<file path="config.mk">
export PLATFORM = sky130hd
export DESIGN_NAME = dds_phase_acc
export DESIGN_NICKNAME = d
export VERILOG_FILES = /design/src/rtl/dds_phase_acc.sv
export SDC_FILE = /design/constraint.sdc
export NUM_CORES = 1
export LEC_CHECK = 0
export ABC_CLOCK_PERIOD_IN_PS = 2800
export CAP_MARGIN = 10
export CORE_ASPECT_RATIO = 0.8
export CORE_MARGIN = 1.5
export CORE_UTILIZATION = 54
export CTS_CLUSTER_SIZE = 40
export DETAILED_ROUTE_END_ITERATION = 6
export DONT_BUFFER_PORTS = 1
export PLACE_DENSITY = 0.79
export SLEW_MARGIN = 30
export SYNTH_ARGS = -nofsm -noshare
export SYNTH_HDL_FRONTEND = slang
export SYNTH_SLANG_ARGS = --single-unit
</file>
<file path="constraint.sdc">
create_clock -name clk -period 2.8 [get_ports clk]
set_input_delay 0.28 -clock clk [delete_from_list [all_inputs] [get_ports clk]]
set_output_delay 0.28 -clock clk [all_outputs]
set_load 0.01 [all_outputs]
</file>
<file path="src/rtl/dds_phase_acc.sv">
// DDS phase accumulator generating sine-ROM addresses with a tuning-word handshake.
// Define DDS_SWEEP_EN to add the linear tuning-word sweep FSM.
module dds_phase_acc #(
    parameter int unsigned       ACC_W   = 32,
    parameter logic [ACC_W-1:0]  FTW_RST = ACC_W'(1) << (ACC_W - 10),
    parameter int unsigned       DWELL   = 1024
) (
    input  logic             clk,
    input  logic             rst,
    input  logic             en,
    input  logic             cfg_valid,
    output logic             cfg_ready,
    input  logic [ACC_W-1:0] cfg_ftw,
    input  logic [9:0]       cfg_pofs,
    input  logic             cfg_phase_clr,
    input  logic             sweep_start,
    input  logic [ACC_W-1:0] sweep_step,
    input  logic [ACC_W-1:0] sweep_end,
    output logic             sweep_busy,
    output logic             sweep_done,
    output logic [10:0]      rom_addr,
    output logic             wrap
);

    typedef enum logic {S_NORM, S_SWEEP} state_t;

    state_t           state;
    logic [ACC_W-1:0] acc;
    logic [ACC_W-1:0] ftw;
    logic [ACC_W-1:0] ftw_nxt;
    logic [9:0]       pofs;
    logic [9:0]       idx;
    logic             carry_q;
    logic             done_q;
    logic             done_nxt;
    logic [ACC_W:0]   sum;
    logic             accept;

    assign cfg_ready  = (state == S_NORM);
    assign sweep_busy = (state == S_SWEEP);
    assign sweep_done = done_q;
    assign accept     = cfg_valid && cfg_ready;
    assign sum        = {1'b0, acc} + {1'b0, ftw};
    assign rom_addr   = {1'b0, idx};

    // Phase clear wins over the add and suppresses its carry.
    always_ff @(posedge clk or posedge rst) begin
        if (rst) begin
            acc     <= '0;
            carry_q <= 1'b0;
        end else if (accept && cfg_phase_clr) begin
            acc     <= '0;
            carry_q <= 1'b0;
        end else if (en) begin
            acc     <= sum[ACC_W-1:0];
            carry_q <= sum[ACC_W];
        end else begin
            carry_q <= 1'b0;
        end
    end

    always_ff @(posedge clk or posedge rst) begin
        if (rst) begin
            idx  <= '0;
            wrap <= 1'b0;
        end else begin
            idx  <= acc[ACC_W-1 -: 10] + pofs;
            wrap <= carry_q;
        end
    end

    always_ff @(posedge clk or posedge rst) begin
        if (rst) begin
            pofs   <= '0;
            ftw    <= FTW_RST;
            done_q <= 1'b0;
        end else begin
            if (accept) pofs <= cfg_pofs;
            ftw    <= ftw_nxt;
            done_q <= done_nxt;
        end
    end

`ifdef DDS_SWEEP_EN
    localparam int unsigned CNT_W = (DWELL > 1) ? $clog2(DWELL) : 1;

    state_t           state_nxt;
    logic [CNT_W-1:0] cnt;
    logic [CNT_W-1:0] cnt_nxt;
    logic [ACC_W:0]   step_sum;
    logic             roll;

    assign step_sum = {1'b0, ftw} + {1'b0, sweep_step};
    assign roll     = (cnt == CNT_W'(DWELL - 1));

    always_ff @(posedge clk or posedge rst) begin
        if (rst) begin
            state <= S_NORM;
            cnt   <= '0;
        end else begin
            state <= state_nxt;
            cnt   <= cnt_nxt;
        end
    end

    always_comb begin
        state_nxt = state;
        cnt_nxt   = cnt;
        ftw_nxt   = ftw;
        done_nxt  = 1'b0;
        unique case (state)
            S_NORM: begin
                if (accept) begin
                    ftw_nxt = cfg_ftw;
                end else if (sweep_start) begin
                    if (sweep_end > ftw) begin
                        state_nxt = S_SWEEP;
                        cnt_nxt   = '0;
                    end else begin
                        done_nxt = 1'b1;
                    end
                end
            end
            S_SWEEP: begin
                cnt_nxt = roll ? '0 : cnt + 1'b1;
                if (roll) begin
                    if (step_sum >= {1'b0, sweep_end}) begin
                        ftw_nxt   = sweep_end;
                        state_nxt = S_NORM;
                        done_nxt  = 1'b1;
                    end else begin
                        ftw_nxt = step_sum[ACC_W-1:0];
                    end
                end
            end
            default: ;
        endcase
    end
`else
    logic unused_sweep;

    assign state        = S_NORM;
    assign ftw_nxt      = accept ? cfg_ftw : ftw;
    assign done_nxt     = 1'b0;
    assign unused_sweep = ^{sweep_start, sweep_step, sweep_end};
`endif

endmodule

</file>
==> summary.txt, run 1 <==
Floorplan
  • Core ar.: a little over 9000 sq um
  • Initial cell density of the core: a little under three fifths
  • Die extent in x: between 100 and 150 microns
  • # IOs: around 130
  • Die area: between 10000 and 15000 sq um
  • Die height: 90.74 microns
  • Row count: 31

Global routing
  • Global Route Usage Sum: a little under a quarter
  • Largest net degree at the start of global routing: 47
  • Global-route wire length before repair: 18.63 mm
  • Initial antenna violation count: 0
  • Vias in the first global route: 3934
  • Overflow after GRT: 0

CTS
  • Clock buffer depth: 2
  • Clock root buffer: clkbuf_16
  • H-Tree Level Count: 3
  • Clk_lat worst skew: 340 ps
  • Clk slew on worst S/H paths: around 60 ps
  • CTS tree: done
  • TritonCTS buffer count: 9
  • CTS sink cnt: 86

Yosys
  • Mapped Area: roughly 5200 sq um
  • Largest area contributor in the netlist: dfrtp_1
  • #FFs+latches synth: 86
  • EDFF count, synth: 0
  • Synth async-reset ratio: 100.0%
  • Most common cell in the netlist: dfrtp_1
  • Warnings, synthesis: 0
  • Syn Area/Cell: between 9 and 10 sq um
  • Top post-synthesis cells by count: dfrtp_1, nand2_1, a21oi_1, o21ai_0, ha_1
  • Register area share after synthesis: between 40% and 50%
  • Cell count after synthesis: 530
  • Post-synth top area share: between 40% and 50%
  • Synth Flop Type: dfrtp_1
  • Count of cell types in the netlist: 57
  • Top area cells in the synthesized netlist: dfrtp_1, ha_1, mux2_2

Placed design
  • Dpl cell area: approximately 5300 sq um
  • Placed cells: 629
  • Gp weighted congestion: approximately 0.96
  • PortBufs: 0
  • DP HPWL: about 8.3 mm
  • Worst slack, placed: roughly 12 ps

Layout
  • Share of layout cells above drive strength 1: approximately 15%
  • Antenna Diode Count: 0
  • Area Growth Syn to Fin: 8.981%
  • FILL cells: around 780
  • Final cell count without fillers: about 650
  • Fin util: 61.60%
  • Final Cell Area: 5663 sq um
  • Nets@finish: around 680

Power
  • Pleak: approximately 2.5 nW
  • Sw Ratio: 40.70%
  • Total power: approximately 6 mW
  • Pwr dens: between 1000 and 1500 nW/um^2
  • P_sw: around 2.4 mW
  • Clock network fraction of total power: between 20 and 25%
  • Internal: approximately 3.5 mW
  • Comb power frac: a little under 50%
  • Peak VDD IR: slightly above 0.5 mV
  • Seq pwr share: between 30% and 40%

Route
  • Post-detailed-routing wire length: 11.33 mm
  • Final ANT Viol Nets: 0
  • Pre-antenna DRT Iters: 5
  • Average wire per standard cell: roughly 18 microns
  • DRT iter0 DRCs: around 320
  • Detailed-route vias per instance: roughly 6.2
  • # DRC: 0
  • DR vias: roughly 4k

STA
  • Setup violations, final: 0
  • Post-route setup slack: between 100 and 150 ps
  • Setup total negative slack: 0 ps
  • Tcrit/Tclk final: 94.68%
  • Worst slew pin tran: roughly 780 ps
  • Slew Limit Fails: 0
  • Setup Skew: ~7.9 ps
  • Final Hold Fails: 0
  • Slew HR: between 40 and 50%
  • Final min period: approximately 2700 ps
  • RSZ-0062 raised after global routing: no
  • Hold slack: 62.31 ps
  • F_max: approximately 380 MHz

Setup path
  • Cell Chain, Critical Path: ha_1 -> inv_1 -> fa_1 -> nand2b_1 -> a21oi_2 -> o2111ai_2 -> a21oi_2 -> o2111ai_2 -> or4_1 -> nand3_1
  • Critical Setup Path Class: flip-flop to flip-flop
  • Critical path fanouts, max: 4
  • Crit-path max cell delay: 460 ps
  • CP Data Arrival Time: 2930 ps
  • CP max-delay cell: or4_1
  • Worst Path Required: roughly 3100 ps
  • Crit. End Element: flip-flop
  • Critical path startpoint category: flip-flop

Run
  • Max-cap violation count: 0

Hold path
  • Worst min path class: primary input to flip-flop

Status
  • Status: completed
==> final cells by class <==
cell class	count	area [sq um]	area share (%)
multi-input combinational	398	2885	50.95
sequential	86	2153	38.02
clock buffer	13	260.3	4.596
tap	115	143.9	2.541
timing repair buffer	11	97.59	1.723
inverter	21	80.08	1.414
clock inverter	3	42.54	0.7512
==> critical path: cells and delay by family (launching register included) <==
kind,cells,cell delay (ps)
flops,1,360
compound gates,4,830
simple gates,3,760
buf+inv,1,60
fa+ha+maj,2,570
==> cells by family after synthesis <==
kind of cell             Yosys count  share of synthesized area (%)
XOR/XNOR                          30                          5.057
AND/OR/NAND/NOR                  127                          11.32
AO/OA/AOI/OAI                    152                          18.54
buffers and inverters             48                          3.804
adder cells (fa/ha/maj)           43                          10.64
other                              2                         0.1445
multiplexers                      42                          9.054
flip-flops                        86                          41.44
==> power by group through the flow <==
stage          clock network, mW  registers [mW]  logic (mW)
5_1_grt                     1.27            1.91        3.20
4_1_cts                     1.23            1.87        2.81
3_3_place_gp                   0            1.87        2.69
6_report                    1.20            1.87        2.89
2_1_floorplan                  0            1.82        2.23
3_5_place_dp                   0            1.89        2.77
==> registers in the layout, indices dropped and copies added (netlist names) <==
register / flops
acc: 32
carry_q: 1
wrap: 1
pofs: 10
idx: 10
ftw: 32
==> cells in the final DEF, fill, tap and decap left out, drive strengths merged, types with 8 or more instances in the layout <==
cell and count:
a21o 8, a21oi 47, buf 10, clkbuf 13
dfrtp 85, ha 41, inv 20, mux2 40
nand2 54, nand3 13, nand4 10, nor2 23
o21ai 45, xnor2 13, xor2 17
==> final timing paths <==
kind | startpoint | to | slack, ps | depth (start not counted)
setup / recovery | acc[0]$_DFFE_PP0P_ | acc[24]$_DFFE_PP0P_ | 150 | 10
max in group asynchronous | rst | ftw[22]$_DFFE_PP1P_ | 1550 | 3
min in group asynchronous | rst | idx[2]$_DFF_PP0_ | 520 | 2
setup reg to reg | acc[0]$_DFFE_PP0P_ | acc[24]$_DFFE_PP0P_ | 150 | 10
hold / removal | cfg_ftw[1] | ftw[1]$_DFFE_PP0P_ | 60 | 2
hold reg to reg | carry_q$_DFF_PP0_ | wrap$_DFF_PP0_ | 360 | 0
==> timing repair <==
item | CTS | global route
resized for setup | 1 | 5
pin swaps | 0 | 1
endpoints found under the setup margin | 1 | 4
hold buffers | 1 | 0
hold endpoints to repair | 42 | 0
setup buffers | 0 | 1
==> layer usage <==
metal  share of wire (%)  vias up  track usage, %  wire [microns]
li1                    -     1906               -               -
met1                  47     1930           32.79            5317
met2                  44      160           33.64            4974
met3                 7.6       17           6.242             865
met4                 1.5        0           7.173             167
met5                   0        -               0               0
Note: power is estimated with default switching activity, not from simulation.
==> inputs of run 2 (changes only) <==
--- a/config.mk
+++ b/config.mk
@@ -13,7 +13,8 @@
 export CTS_CLUSTER_SIZE = 40
 export DETAILED_ROUTE_END_ITERATION = 6
 export DONT_BUFFER_PORTS = 1
-export PLACE_DENSITY = 0.79
+export PLACE_DENSITY = 0.76
+export SETUP_SLACK_MARGIN = 0.15
 export SLEW_MARGIN = 30
 export SYNTH_ARGS = -nofsm -noshare
 export SYNTH_HDL_FRONTEND = slang
==> run 2 against run 1 <==
Highest routed layer unchanged. Die area did not move. Final cell count rose by 0.77%. Largest cell class unchanged. Maximum frequency rose by 4.1%.
==> summary.txt, run 2 (same netlist as run 1, synthesis figures left out) <==
Status
  • Status: completed

Global routing
  • Overflow after GRT: 0 (unchanged)
  • Global Route Usage Sum: 23.63% (+0.75 points)
  • Initial antenna violation count: 0 (unchanged)
  • Vias in the first global route: 3901 (-0.84%)
  • Largest net degree at the start of global routing: 47 (unchanged)
  • Global-route wire length before repair: 19.09 mm (+2.5%)

Floorplan
  • Die height: 90.74 microns (unchanged)
  • # IOs: 127 (unchanged)
  • Row count: 31 (unchanged)
  • Core ar.: 9193 sq um (unchanged)
  • Die extent in x: 112.7 microns (unchanged)
  • Initial cell density of the core: 56.53% (unchanged)
  • Die area: 10220 sq um (unchanged)

Route
  • # DRC: 0 (unchanged)
  • Post-detailed-routing wire length: 11.38 mm (+0.49%)
  • Detailed-route vias per instance: 6.167 (-0.57%)
  • Pre-antenna DRT Iters: 4 (-1)
  • DRT iter0 DRCs: 280 (-14%)
  • Average wire per standard cell: 17.45 microns (-0.28%)
  • Final ANT Viol Nets: 0 (unchanged)
  • DR vias: 4021 (+0.20%)

Setup path
  • R2r setup slk: 250 ps (+100 ps)
  • FF-to-FF End: acc[24]$_DFFE_PP0P_
  • CP Launch Point: acc[0]$_DFFE_PP0P_
  • Critical path startpoint category: flip-flop
  • CP Data Arrival Time: 2830 ps (-100 ps)
  • Critical Setup Path Class: flip-flop to flip-flop
  • Crit. End Element: flip-flop
  • Critical path fanouts, max: 4 (unchanged)
  • Cells on worst reg2reg path: 10 (unchanged)
  • Crit-path max cell delay: 520 ps (+60 ps)
  • Reg2Reg Launch Point: acc[0]$_DFFE_PP0P_
  • Cell Chain, Critical Path: ha_4 -> inv_1 -> fa_2 -> nand2b_4 -> a21oi_4 -> o2111ai_2 -> a21oi_2 -> o2111ai_4 -> or4_1 -> nand3_1
  • CP max-delay cell: or4_1
  • Worst Path Required: 3080 ps (about the same)

Power
  • Pleak: 2.513 nW (+0.61%)
  • Pwr dens: 1045 nW/um^2 (-0.62%)
  • Peak VDD IR: 0.5104 mV (-0.69%)

Layout
  • Fin util: 62.72% (+1.1 points)
  • Biggest regs: acc: 32 flops, ftw: 32 flops
  • Share of layout cells above drive strength 1: 17.50% (+2.8 points)
  • Commonest cells after routing, fill and taps aside: dfrtp_1, nand2_1, o21ai_0, a21oi_1, mux2_2
  • Nets@finish: 687 (+0.73%)
  • Commonest non-fill, non-tap cell in the layout: dfrtp_1
  • Area Growth Syn to Fin: 10.96%
  • Antenna Diode Count: 0 (unchanged)
  • Final Cell Area: 5766 sq um (+1.8%)

CTS
  • Clock buffer depth: 2 (unchanged)
  • Clock root buffer: clkbuf_16
  • Clk slew on worst S/H paths: 60 ps (about the same)
  • CTS sink cnt: 86 (unchanged)
  • CTS tree: done
  • Clk_lat worst skew: 340 ps (about the same)
  • TritonCTS buffer count: 9 (unchanged)
  • H-Tree Level Count: 3 (unchanged)

Placed design
  • PortBufs: 0 (unchanged)
  • DP HPWL: 8.263 mm (-0.28%)
  • Gp weighted congestion: 0.9136 (-4.7%)
  • Dpl cell area: 5321 sq um (+0.14%)

STA
  • Slew HR: 47.74% (-0.15 points)
  • Worst slew pin tran: 783.8 ps (+3.132 ps)
  • Final min period: 2547 ps (-104.1 ps)
  • F_max: 392.6 MHz (+4.1%)
  • Slew Limit Fails: 0 (unchanged)
  • Setup Skew: 5.497 ps (-2.413 ps)
  • Setup violations, final: 0 (unchanged)
  • RSZ-0062 raised after global routing: yes
  • Tcrit/Tclk final: 90.97% (-3.7 points)
  • Setup total negative slack: 0 ps (unchanged)
  • Final Hold Fails: 0 (unchanged)

Hold path
  • Worst min path class: primary input to flip-flop
  • WHS Path Cells: 2 (unchanged)
  • WHS Endpoint: ftw[1]$_DFFE_PP0P_
  • Worst Hold Launch: cfg_ftw[1]

Run
  • Max-cap violation count: 0 (unchanged)
## run 2: cell types whose count changed in the layout (fill, tap and decap cells not counted), sizes merged
| cell | before | now |
|---|---|---|
| clkinvlp | 1 | 0 |
| clkbuf | 13 | 14 |
| buf | 10 | 15 |
## run 2: metal layers
metal  wire [microns]  vias up  share of wire, %  track usage, %
met5                0        -                 0               0
met4              158        0               1.4           8.333
met3              707       18               6.2           6.242
met2             5101      135                45           34.20
met1             5413     1944                48           34.11
li1                 -     1924                 -               -
## run 2: how the worst max path moves through the flow
stage	end	slack [ps]	cells past startpoint
floorplan	acc[0]$_DFFE_PP0P_	300	1
global placement	acc[24]$_DFFE_PP0P_	130	10
detailed placement	acc[24]$_DFFE_PP0P_	40	10
CTS	acc[24]$_DFFE_PP0P_	170	10
global route	acc[31]$_DFFE_PP0P_	110	8
finish	acc[24]$_DFFE_PP0P_	250	10
## run 2: critical path, delay by kind of cell, from the launching register on
family,cells,cell delay (ps)
flops,1,400
fa+ha+maj,2,500
compound gates,4,760
simple gates,3,780
buf+inv,1,50
## run 2: cell type report
| type | count | area, sq um |
|---|---|---|
| Clock buffer | 14 | 244.0 |
| Sequential cell | 86 | 2153 |
| Tap cell | 115 | 143.9 |
| Fill cell | 754 | 3427 |
| Inverter | 21 | 80.08 |
| Clock inverter | 2 | 35.03 |
| Timing Repair Buffer | 16 | 135.1 |
| Multi-Input combinational cell | 398 | 2974 |
## run 2: stage by stage
stage,hold WS [ps],power (mW),instances,worst slack [ps]
floorplan,331.2,4.049,532,299.8
global placement,335.9,4.566,630,130.0
detailed placement,331.9,4.684,630,42.61
CTS,48.91,5.879,647,172.6
global route,60.23,6.486,652,106.9
finish,69.55,6.022,652,253.0
## run 2: power breakdown
part	internal [mW]	leakage [nW]	switching, mW
Clock	0.691	0.135	0.450
Combinational	1.24	1.34	1.77
Sequential	1.60	1.04	0.268
Total	3.54	2.51	2.48
## run 2: timing repair
item	4_1_cts	5_1_grt
endpoints found under the hold margin	42	0
endpoints found under the setup margin	2	10
gates resized for setup	3	21
pin swaps	0	7
hold buffers	1	0
setup buffers	0	5
